File: src/rtl/mux4_arbiter.sv
// mux4_arbiter: round-robin 4:1 arbiter with bounded bursts and a registered, back-pressured output beat.
// Rev 1.0
`default_nettype none

module mux4_arbiter #(
  parameter int WIDTH     = 32,
  parameter int MAX_BURST = 4
) (
  input  logic             clk,
  input  logic             reset,
  input  logic [3:0]       req,
  input  logic [WIDTH-1:0] in0,
  input  logic [WIDTH-1:0] in1,
  input  logic [WIDTH-1:0] in2,
  input  logic [WIDTH-1:0] in3,
  input  logic             out_ready,
  output logic [3:0]       gnt,
  output logic [1:0]       select,
  output logic [WIDTH-1:0] out,
  output logic             out_valid,
  output logic             busy
);

  typedef enum logic [0:0] {
    IDLE  = 1'b0,
    GRANT = 1'b1
  } state_t;

  localparam logic [3:0] c_LAST_BEAT = 4'(MAX_BURST - 1);

  state_t           r_state, w_state_nxt;
  logic [1:0]       r_last, w_last_nxt;
  logic [3:0]       r_cnt, w_cnt_nxt;
  logic [3:0]       r_gnt, w_gnt_nxt;
  logic [1:0]       r_sel, w_sel_nxt;
  logic [WIDTH-1:0] r_out, w_out_nxt;
  logic             r_valid, w_valid_nxt;

  logic [1:0]       w_pick, w_idx;
  logic             w_found;
  logic             w_beat;
  logic [WIDTH-1:0] w_in;

  always_comb begin
    w_in = in0;
    case (r_sel)
      2'd0: w_in = in0;
      2'd1: w_in = in1;
      2'd2: w_in = in2;
      2'd3: w_in = in3;
      default: w_in = in0;
    endcase
  end

  // Priority scan starts just after the last-served requester and ends on it.
  always_comb begin
    w_pick  = r_last;
    w_found = 1'b0;
    w_idx   = r_last;
    for (int i = 1; i <= 4; i++) begin
      w_idx = r_last + 2'(i);
      if (!w_found && req[w_idx]) begin
        w_found = 1'b1;
        w_pick  = w_idx;
      end
    end
  end

  assign w_beat = (r_state == GRANT) && req[r_sel] && (!r_valid || out_ready);

  always_comb begin
    w_state_nxt = r_state;
    w_last_nxt  = r_last;
    w_cnt_nxt   = r_cnt;
    w_gnt_nxt   = r_gnt;
    w_sel_nxt   = r_sel;
    w_out_nxt   = r_out;
    w_valid_nxt = r_valid;

    if (r_valid && out_ready) begin
      w_valid_nxt = 1'b0;
    end

    case (r_state)
      IDLE: begin
        if (w_found) begin
          w_state_nxt = GRANT;
          w_gnt_nxt   = 4'b0001 << w_pick;
          w_sel_nxt   = w_pick;
          w_cnt_nxt   = 4'd0;
        end else begin
          w_gnt_nxt   = 4'b0000;
        end
      end
      GRANT: begin
        if (!req[r_sel]) begin
          w_state_nxt = IDLE;
          w_gnt_nxt   = 4'b0000;
          w_last_nxt  = r_sel;
          w_cnt_nxt   = 4'd0;
        end else if (w_beat) begin
          w_out_nxt   = w_in;
          w_valid_nxt = 1'b1;
          if (r_cnt == c_LAST_BEAT) begin
            w_state_nxt = IDLE;
            w_gnt_nxt   = 4'b0000;
            w_last_nxt  = r_sel;
            w_cnt_nxt   = 4'd0;
          end else begin
            w_cnt_nxt   = r_cnt + 4'd1;
          end
        end
      end
      default: begin
        w_state_nxt = IDLE;
        w_gnt_nxt   = 4'b0000;
      end
    endcase
  end

  // Reset leaves last=3 so requester 0 wins the first arbitration.
  always_ff @(posedge clk) begin
    if (reset) begin
      r_state <= IDLE;
      r_last  <= 2'd3;
      r_cnt   <= 4'd0;
      r_gnt   <= 4'b0000;
      r_sel   <= 2'd0;
      r_out   <= '0;
      r_valid <= 1'b0;
    end else begin
      r_state <= w_state_nxt;
      r_last  <= w_last_nxt;
      r_cnt   <= w_cnt_nxt;
      r_gnt   <= w_gnt_nxt;
      r_sel   <= w_sel_nxt;
      r_out   <= w_out_nxt;
      r_valid <= w_valid_nxt;
    end
  end

  assign gnt       = r_gnt;
  assign select    = r_sel;
  assign out       = r_out;
  assign out_valid = r_valid;
  assign busy      = (r_state == GRANT);

endmodule

`default_nettype wire

File: config.mk
export PLATFORM = sky130hd
export DESIGN_NAME = mux4_arbiter
export DESIGN_NICKNAME = d
export VERILOG_FILES = /design/src/rtl/mux4_arbiter.sv
export SDC_FILE = /design/constraint.sdc
export NUM_CORES = 1
export LEC_CHECK = 0
export CORE_MARGIN = 1
export CORE_UTILIZATION = 36
export DETAILED_ROUTE_END_ITERATION = 16
export PLACE_DENSITY = 0.81
export SLEW_MARGIN = 25
export SYNTH_ARGS = -nofsm -noshare
export SYNTH_HDL_FRONTEND = slang
export SYNTH_SLANG_ARGS = --single-unit
File: constraint.sdc
create_clock -name clk -period 2.2 [get_ports clk]
set_clock_uncertainty 0.1 [all_clocks]
set_input_delay 0.33 -clock clk [delete_from_list [all_inputs] [get_ports clk]]
set_output_delay 0.33 -clock clk [all_outputs]
set_load 0.005 [all_outputs]
==> metrics.yaml <==
power_frac_clock_pct: 21.6
coreArea_um2: 6910
synthCells: 265
synth_top_cell_area_share_pct: 35.4
antenna_found_initial: 0
n_antenna_cell: 0
period_share_pct: 94.0
gr-total-overflow: 0
cpLargestDelayFamily: "buffers and inverters"
ir_worst_vdd_mv: 0.397
cts_tree: "built"
rrSetupSlack_ps: 410
track_usage_pct: 21.6
status: "completed"
critPathLaunchType: "flip-flop"
setup_viol_count_final: 0
htree_levels: 2
initial_core_util_pct: 37.7
p_seq_share_pct: 39.4
drtIter0Drc: 77
numCtsBuffers: 5
leakage_nw: 1.61
report.final.hold_viol_count: 0
final_common_cell: "clkdlybuf4s50_1"
grt_pass1_wl_um: 12700
vias: 2688
critPathSlowestCell: "clkdlybuf4s50_1"
die-height_um: 87.0
clk_path_buf_depth: 2
gp_congestion: 0.789
setup_slack_ps: 131
post-route-drc-count: 0
rsz0062_at_grt: "false"
dp_hpwl_um: 6580
powerDensity_nw_per_um2: 536
synth_nets: 401
root_buffer: "clkbuf_8"
synth_top_cell_by_area: "dfxtp_1"
power_frac_comb_pct: 39.0
worst_pin_slew_ps: 388
fmax_mhz: 483
critPathMaxFanout: 21
yosysUniqueCellTypes: 38
die-area_um2: 7570
path_buf_inv: 2
routed_via_density: 5.01
syn_avg_cell_area_um2: 9.82
nNetsFinal: 575
clock_latency_ps: 290
grt_max_degree: 33
worstSetupPathType: "reg -> out"
cts.sinks: 46
regToRegStartpoint: "busy"
pre_cts_ws_ps: 26.6
period_minus_slack_ps: 2070
intPower_w: 0.00178
arrival_ps: 1640
startpoint: "select[0]"
slowest_delay_ps: 580
crit_chain: "buf_4, clkdlybuf4s50_1"
io_buffer_count: 174
worst_setup_path_end_kind: "primary output"
layout-drive-gt1-share_pct: 14.3
hp-class: "in -> reg"
layout_common_cells: "173 x clkdlybuf4s50_1, 69 x nand2_1, 44 x dfxtp_1, 39 x a21oi_1, 32 x mux4_2"
yosys_warnings: 0
path_clk_slew_ps: 90
ys_ff_latch: 46
hold_buffers: 0
die_w_um: 87.0
syn2layout_area_growth_pct: 75.6
report.final.slew_viol_count: 0
p_sw_w: 0.000672
worstSetupPathDepth: 2
post_cts_buffers: 0
switching_share_pct: 27.5
wl_per_cell_um: 15.2
slew_headroom_pct: 74.2
ant_nets: 0
routed_wl_um: 8150
cts_repair_resize_count: 0
first_pass_iters: 4
reg2reg_to: "out[13]"
synth-seq-area-share_pct: 35.4
io_pins: 175
finalSetupTns_ps: 0
row_count: 30
synth_area_um2: 2600
worst_ep_required_time_ps: 1770
reg2reg_depth: 6
synthTopCellsByArea: "dfxtp_1 35%, mux4_2 28%, nand2_1 10%"
drv_cap: 0
grt_pass1_vias: 2703
endpoint: "select[0]"
-- metrics by stage --
stage,cell area [um^2],util (%),hold slack (ps),cells,power (W)
finish,4570,66.2,354,536,0.00245
global route,4570,66.2,364,536,0.00260
CTS,4570,66.2,351,536,0.00248
detailed placement,4470,64.8,347,528,0.00195
global placement,4470,64.8,340,528,0.00193
floorplan,2600,-,338,265,0.00145
-- cell usage after synthesis --
master and number:
a2111oi_0 1, a211oi_1 1, a21boi_0 1, a21oi_1 39
a221oi_1 1, a22oi_1 3, a2bb2oi_4 1, a31oi_1 2
a32o_1 1, a32oi_1 1, buf_1 2, buf_2 8
buf_4 3, buf_6 1, clkbuf_1 7, dfxtp_1 46
ha_1 1, inv_1 2, mux2_4 1, mux2i_2 1
mux4_2 32, nand2_1 69, nand2b_1 8, nand3_1 2
nor2_1 11, nor2b_1 3, nor3_1 1, nor3b_1 1
nor4_1 1, o211a_1 1, o211ai_1 1, o21a_1 1
o21ai_0 4, o21ai_2 1, o21bai_1 2, or2_2 1
or3_1 1, xor2_1 2
-- worst register-to-register path, stage by stage, from the launching register on --
cell and delay, ps:
dfxtp_1 520, nor2b_1 320, a2bb2oi_4 120, nor2b_2 180
buf_4 270, nand2_1 100, a21oi_1 120
-- cell families after synthesis --
kind of cell / after synthesis / synth area share (%)
AO/OA/AOI/OAI: 61 / 14.5
XOR/XNOR: 2 / 0.673
adder cells (fa/ha/maj): 1 / 0.481
buffers and inverters: 23 / 4.42
flip-flops: 46 / 35.4
multiplexers: 34 / 28.8
AND/OR/NAND/NOR: 98 / 15.8
-- power groups by stage --
| stage | logic, W | clock network, W | registers [W] |
|---|---|---|---|
| 6_report | 0.000955 | 0.000527 | 0.000965 |
| 5_1_grt | 0.00104 | 0.000590 | 0.000978 |
| 4_1_cts | 0.000967 | 0.000549 | 0.000965 |
| 3_5_place_dp | 0.000963 | 0 | 0.000985 |
| 2_1_floorplan | 0.000474 | 0 | 0.000978 |
| 3_3_place_gp | 0.000946 | 0 | 0.000982 |
-- worst min-delay path by stage --
stage                         start         to  slack (ps)  cells after the start
final                         reset    out[29]         350                      2
after global routing          reset    out[27]         360                      2
after floorplan           r_last[0]  r_last[0]         340                      2
after CTS                     reset    out[31]         350                      2
after global placement      out[25]    out[25]         340                      2
after detailed placement    out[13]    out[13]         350                      2
-- area by class of cell --
cell class / instances / area, um^2
clock inverters: 2 / 12.5
flip-flops and latches: 46 / 923
fillers: 596 / 2340
well taps: 96 / 120
inverters: 2 / 7.51
repair buffers: 188 / 1850
multi-input cells: 196 / 1570
clock buffers: 6 / 82.6
-- state kept, by name (all words and copies together) (netlist names) --
| name | count |
|---|---|
| busy | 1 |
| gnt | 4 |
| out | 32 |
| out_valid | 1 |
| r_cnt | 4 |
| r_last | 2 |
| select | 2 |
-- per-layer routing --
layer	GRT usage [%]	routed length [um]
met5	0	0
met4	4.09	59
met3	7.01	816
met2	40.5	4230
met1	23.8	3040
Note: power is estimated with default switching activity, not from simulation.
